File: src/rtl/hack_program_counter.sv
// Hack CPU program counter: WIDTH-bit instruction address that clears, loads,
// increments or holds each cycle, plus a one-cycle flag marking an all-ones-to-zero step.
module hack_program_counter #(
    parameter int WIDTH = 16
) (
    input  logic             CLK,
    input  logic             RST,
    input  logic [WIDTH-1:0] IN,
    input  logic             LOAD,
    input  logic             INC,
    input  logic             CLR,
    output logic [WIDTH-1:0] OUT,
    output logic             WRAP
);

    localparam logic [WIDTH-1:0] ONE = WIDTH'(1);

    logic [WIDTH-1:0] out_reg;
    logic [WIDTH-1:0] out_next;
    logic             wrap_reg;
    logic             wrap_next;
    logic             all_ones;

    assign all_ones = &out_reg;

    // Fixed priority CLR > LOAD > INC > hold; losing commands have no effect.
    always_comb begin
        out_next  = out_reg;
        wrap_next = 1'b0;
        if (CLR) begin
            out_next = '0;
        end else if (LOAD) begin
            out_next = IN;
        end else if (INC) begin
            out_next  = out_reg + ONE;
            wrap_next = all_ones;
        end
    end

    always_ff @(posedge CLK or posedge RST) begin
        if (RST) begin
            out_reg  <= '0;
            wrap_reg <= 1'b0;
        end else begin
            out_reg  <= out_next;
            wrap_reg <= wrap_next;
        end
    end

    assign OUT  = out_reg;
    assign WRAP = wrap_reg;

endmodule

File: config.mk
export PLATFORM = sky130hd
export DESIGN_NAME = hack_program_counter
export DESIGN_NICKNAME = d
export VERILOG_FILES = /design/src/rtl/hack_program_counter.sv
export SDC_FILE = /design/constraint.sdc
export NUM_CORES = 1
export LEC_CHECK = 0
export BUFFER_PORTS_ARGS = -buffer_cell sky130_fd_sc_hd__clkbuf_2
export CELL_PAD_IN_SITES_DETAIL_PLACEMENT = 0
export CELL_PAD_IN_SITES_GLOBAL_PLACEMENT = 1
export CORE_UTILIZATION = 35
export CTS_BUF_LIST = sky130_fd_sc_hd__clkbuf_16
export CTS_CLUSTER_SIZE = 30
export DETAILED_ROUTE_END_ITERATION = 12
export MAX_ROUTING_LAYER = met4
export PLACE_DENSITY_LB_ADDON = 0.1
export SLEW_MARGIN = 20
export SYNTH_ARGS = -nofsm -noshare
export SYNTH_HDL_FRONTEND = slang
export SYNTH_SLANG_ARGS = --single-unit
File: constraint.sdc
create_clock -name CLK -period 1.9 [get_ports CLK]
set_input_delay 0.095 -clock CLK [delete_from_list [all_inputs] [get_ports CLK]]
set_output_delay 0.095 -clock CLK [all_outputs]
set_load 0.02 [all_outputs]
---- Word-level counts from Yosys, hierarchy flattened ----
Index checks and enable logic that the tools add are counted.
storage, ports and cells
  bits in registers ....................... 17
  logic and storage cells ................. 11
  output and inout bits ................... 17
cells by class
  reductions and logical operators ........ 2
  add/subtract/negate cells ............... 1
  mux-type cells .......................... 6
operators with widths
  kind                                            count
  two-way mux 16 bit                              3
  adder 16 x 1 -> 16 bit (second input constant)  1
  AND reduction 16 bit                            1
  two-way mux 1 bit                               3
  nonzero test 3 bit                              1

---- Depth between registers and ports, before layout ----
  depth in word-level cells ............... 4
  depth in mapped cells ................... 5
  gate-level depth less buffers ........... 5

---- Worst setup path after synthesis ----
No wires, ideal clock.
  path kind ............................... register -> register
  start point ............................. register out_reg[2], in the netlist OUT[2]
  end point ............................... register out_reg[13], in the netlist OUT[13]
  stages on the path, launching flop included .. 5
  arrival time ............................ 1.672 ns
  setup time .............................. 0.124 ns
  period minus slack after synthesis ...... 1.796 ns
  path slack .............................. 0.104 ns
  required time ........................... 1.776 ns
  cells stage by stage .................... dfrtp_1 > nand4_4 > or4_4 > o21a_1 > o31a_1
on the way
  longest elaborated chain between the ends .. 4
ends and longest elaborated chain
  what                    RTL line  text
  from (decl)             18        logic [WIDTH-1:0] out_reg;
  from (signal assigned)  45        out_reg <= out_next;
  adder 16 x 1 -> 16 bit  35        out_next = out_reg + ONE;
  two-way mux 16 bit      34        end else if (INC) begin
  two-way mux 16 bit      32        end else if (LOAD) begin
  two-way mux 16 bit      30        if (CLR) begin
No other way between the ends. The select of a mux whose other input is x is not followed.
A chain may end at the register's enable or synchronous reset.

---- Worst setup path after layout ----
  start point ............................. register out_reg[2], in the netlist OUT[2]
  end point ............................... register out_reg[15], in the netlist OUT[15]
Same word-level chain as after synthesis.

==> impl_results.md <==
* Status: complete, but fails checks
* Failing checks: design-rule violations
* Die Height at 57.3 microns
* Initial DRC Count at 35
* Fmax at between 600 and 700 MHz
* Synth Cell Area at between 1000 and 1500 sq um
* Clk_skew at between 0.0015 and 0.002 ns
* IO Pins at 38
* Worst Path Max Fanout at 5
* Pwr dens at 731 nW/um^2
* Finished Layout Cells at about 190
* Starting density of the core at 37.9%
* Leakage power at 0.695 nW
* Post-Synth Simple-Gate Area at 20.1%
* CTS clk-pin slew, worst paths at 0.05 ns
* Seq/Total Area, Yosys at 39.7%
* Gr ovfl total at 0
* H-tree depth at 1
* Share of layout cells above drive strength 1 at between 30% and 40%
* Distinct cells, synth at 29
* Largest stage delay, worst path at ~0.57 ns
* CP arrival at 1.79 ns
* Reg2reg path depth at 4
* Pre-antenna DRT Iters at 10
* Met1 Use GR at 22.9%
* Vias at 942
* Area growth syn-to-layout at 26.4%
* Ys Warns at 0
* Post-CTS sizing at 0
* M2 GR Usage at 24.4%
* Cts bufs inserted at 3
* Sink Count at 17
* Syn Inst Count at 116
* CP max stage cell: or4_4
* Multiplexer area fraction after synthesis at ~3.7%
* Vias per cell at 5.04
* Kind of critical path: reg -> reg
* Initial antenna violation count at 0
* I/O Buffers at 37
* Total wire length at 2350 microns
* Fin crit share at 87.6%
* Hold Path Class: in -> reg
* Reg-to-Reg Start: OUT[2]
* Reg area at 425 sq um
* Worst Setup EP: OUT[15]
* Post-DRT Antenna Nets at 0
* Pins Over Slew Limit at 0
* Synth Area in Compound Gates at 16.6%
* Vias in the first global route at 910
* Syn Nets at about 140
* CTS tree: done
* Hold Vio Cnt, Final at 0
* Adder-Cell Fraction of Synth Area at 1.17%
* Footprint of the multi-input gates at 533 sq um
* Max-Cap Viols at 0
* R2r setup slk at 0.24 ns
* Core area at 2830 sq um
* Setup Viol. Count Final at 0
* Clk root buf: clkbuf_16
* Tmin final at 1.66 ns
* Row count at 19
* Post-Synth XOR/XNOR Area at 8.18%
* GR Util met3 at under 10%
* Placer Congestion at 0.711
* Chip width at 57.3 microns
* Worst rel slew slack at ~54%
* Crit path from: OUT[2]
* Max IR drop VDD at between 0.3 and 0.4 mV
* Yosys reg bits at 17
* Grt peak-use layer: met2
* Setup TNS at 0 ns
* Crit end category: register
* Data required time of the critical path at 2.03 ns
* Post-DR wirelength/cell at approximately 13 microns
* Layout net count at approximately 180
* Total GRT Usage at between 10% and 20%
* # placed instances at approximately 180
* Drt drc at 6
* Hpwl dp at 1690 microns
* Unrepaired setup endpoints after global routing: false
* Syn_area_per_cell at 9.23 sq um
* Diode count at 0
* Worst-Skew Late Latency at 0.24 ns
* Crit path launch type: register
* Pin count of the biggest net entering global routing at 33
* First-pass GRT wire length at about 4100 microns
* Largest family of logic cells by synthesized area: simple AND/OR/NAND/NOR gates
* Critical register-to-register path endpoint: OUT[15]
* Fill count at ~290
* Slew @ Worst Pin at 0.695 ns
* DIE AREA at 3290 sq um
* Clock Path Buffers at 2
* Crit-path cells: nand4_4 -> or4_4 -> o21a_1 -> o31a_1
area by class of cell:
type                       instances  area share, %
inverter                          14           3.88
multi-input combinational         79           39.4
tap                               31           2.87
timing repair buffer              42           16.6
clock inverter                     1          0.277
sequential                        17           31.4
clock buffer                       3           5.55
placed cells by master (no fill, tap or decap), drive strengths merged, types with 2 or more instances in the layout:
cell type	n
dfrtp	17
a21oi	13
nor4	3
mux2i	4
nand4	2
xor2	5
buf	4
clkbuf	40
nor2	7
nand3	5
nand2	6
o21a	8
inv	15
xnor2	5
o31a	3
and4	2
nor3	7
kinds of logic after synthesis:
family | count (synthesis)
compound gates | 28
xor+xnor | 10
fa+ha+maj | 1
buf+inv | 20
flops | 17
mux | 4
simple gates | 36
worst max-delay path, delay by kind of cell (launching register included):
family | cells | cell delay [ns]
AOI/OAI and AO/OA | 2 | 0.42
DFF | 1 | 0.45
and+or+nand+nor | 2 | 0.67
how the worst min path moves through the flow:
stage / to / cells past startpoint / slack [ns] / start
final: OUT[5] / 3 / 0.07 / IN[5]
after global routing: OUT[5] / 3 / 0.1 / IN[5]
after CTS: OUT[5] / 3 / 0.07 / IN[5]
after detailed placement: WRAP / 2 / 0.22 / RST
after global placement: OUT[4] / 2 / 0.22 / RST
after floorplan: OUT[0] / 1 / 0.02 / RST
state kept, by name (all words and copies together) (netlist names):
name and count:
OUT 16, WRAP 1
cells in the mapped netlist:
cell type	instances	share of area [%]
mux2i_1	4	3.7
nor2_1	7	2.5
nand2_1	6	2.1
and4b_1	1	0.93
nor4_1	2	1.2
o21ai_0	1	0.47
buf_6	1	1.1
clkbuf_8	3	3.9
o31ai_1	1	0.70
nor4_2	1	1.2
xor2_1	5	4.1
nor4b_1	1	0.82
nor3_1	7	3.3
o31a_1	3	2.5
nand3_1	5	2.3
nand4_4	1	2.0
o21a_1	8	5.6
a21o_1	1	0.70
nand4_1	1	0.58
xnor2_1	5	4.1
ha_1	1	1.2
clkbuf_1	2	0.70
inv_1	14	4.9
a21oi_1	13	6.1
or4_4	1	1.1
a31oi_1	1	0.58
and4_1	2	1.6
or3_1	1	0.58
dfrtp_1	17	40
metrics by stage:
stage               setup slack (ns)  hold slack [ns]  utilization (%)  power, mW  area, sq um
detailed placement             0.242            0.220             44.7      0.580         1260
global route                   0.150           0.0979             47.9       1.04         1350
floorplan                      0.104           0.0211                -      0.527         1070
global placement               0.266            0.219             44.7      0.578         1260
CTS                            0.230           0.0685             47.9       1.01         1350
finish                         0.236           0.0703             47.9      0.989         1350
metal layers:
| metal | vias to the layer above | wire length, microns |
|---|---|---|
| li1 | 485 | - |
| met1 | 432 | 1180 |
| met2 | 23 | 1060 |
| met3 | 2 | 100 |
| met4 | 0 | 17 |
| met5 | - | 0 |
power by group:
part / internal, mW / switching, mW / total, mW
Sequential: 0.384 / 0.0286 / 0.413
Combinational: 0.0675 / 0.0937 / 0.161
Clock: 0.279 / 0.136 / 0.416
repair_timing:
item / 4_1_cts / 5_1_grt
hold buffers: 1 / 0
endpoints found under the hold margin: 17 / 0
setup buffers: 0 / 0
setup endpoints to repair: 0 / 0
Note: power is estimated with default switching activity, not from simulation.
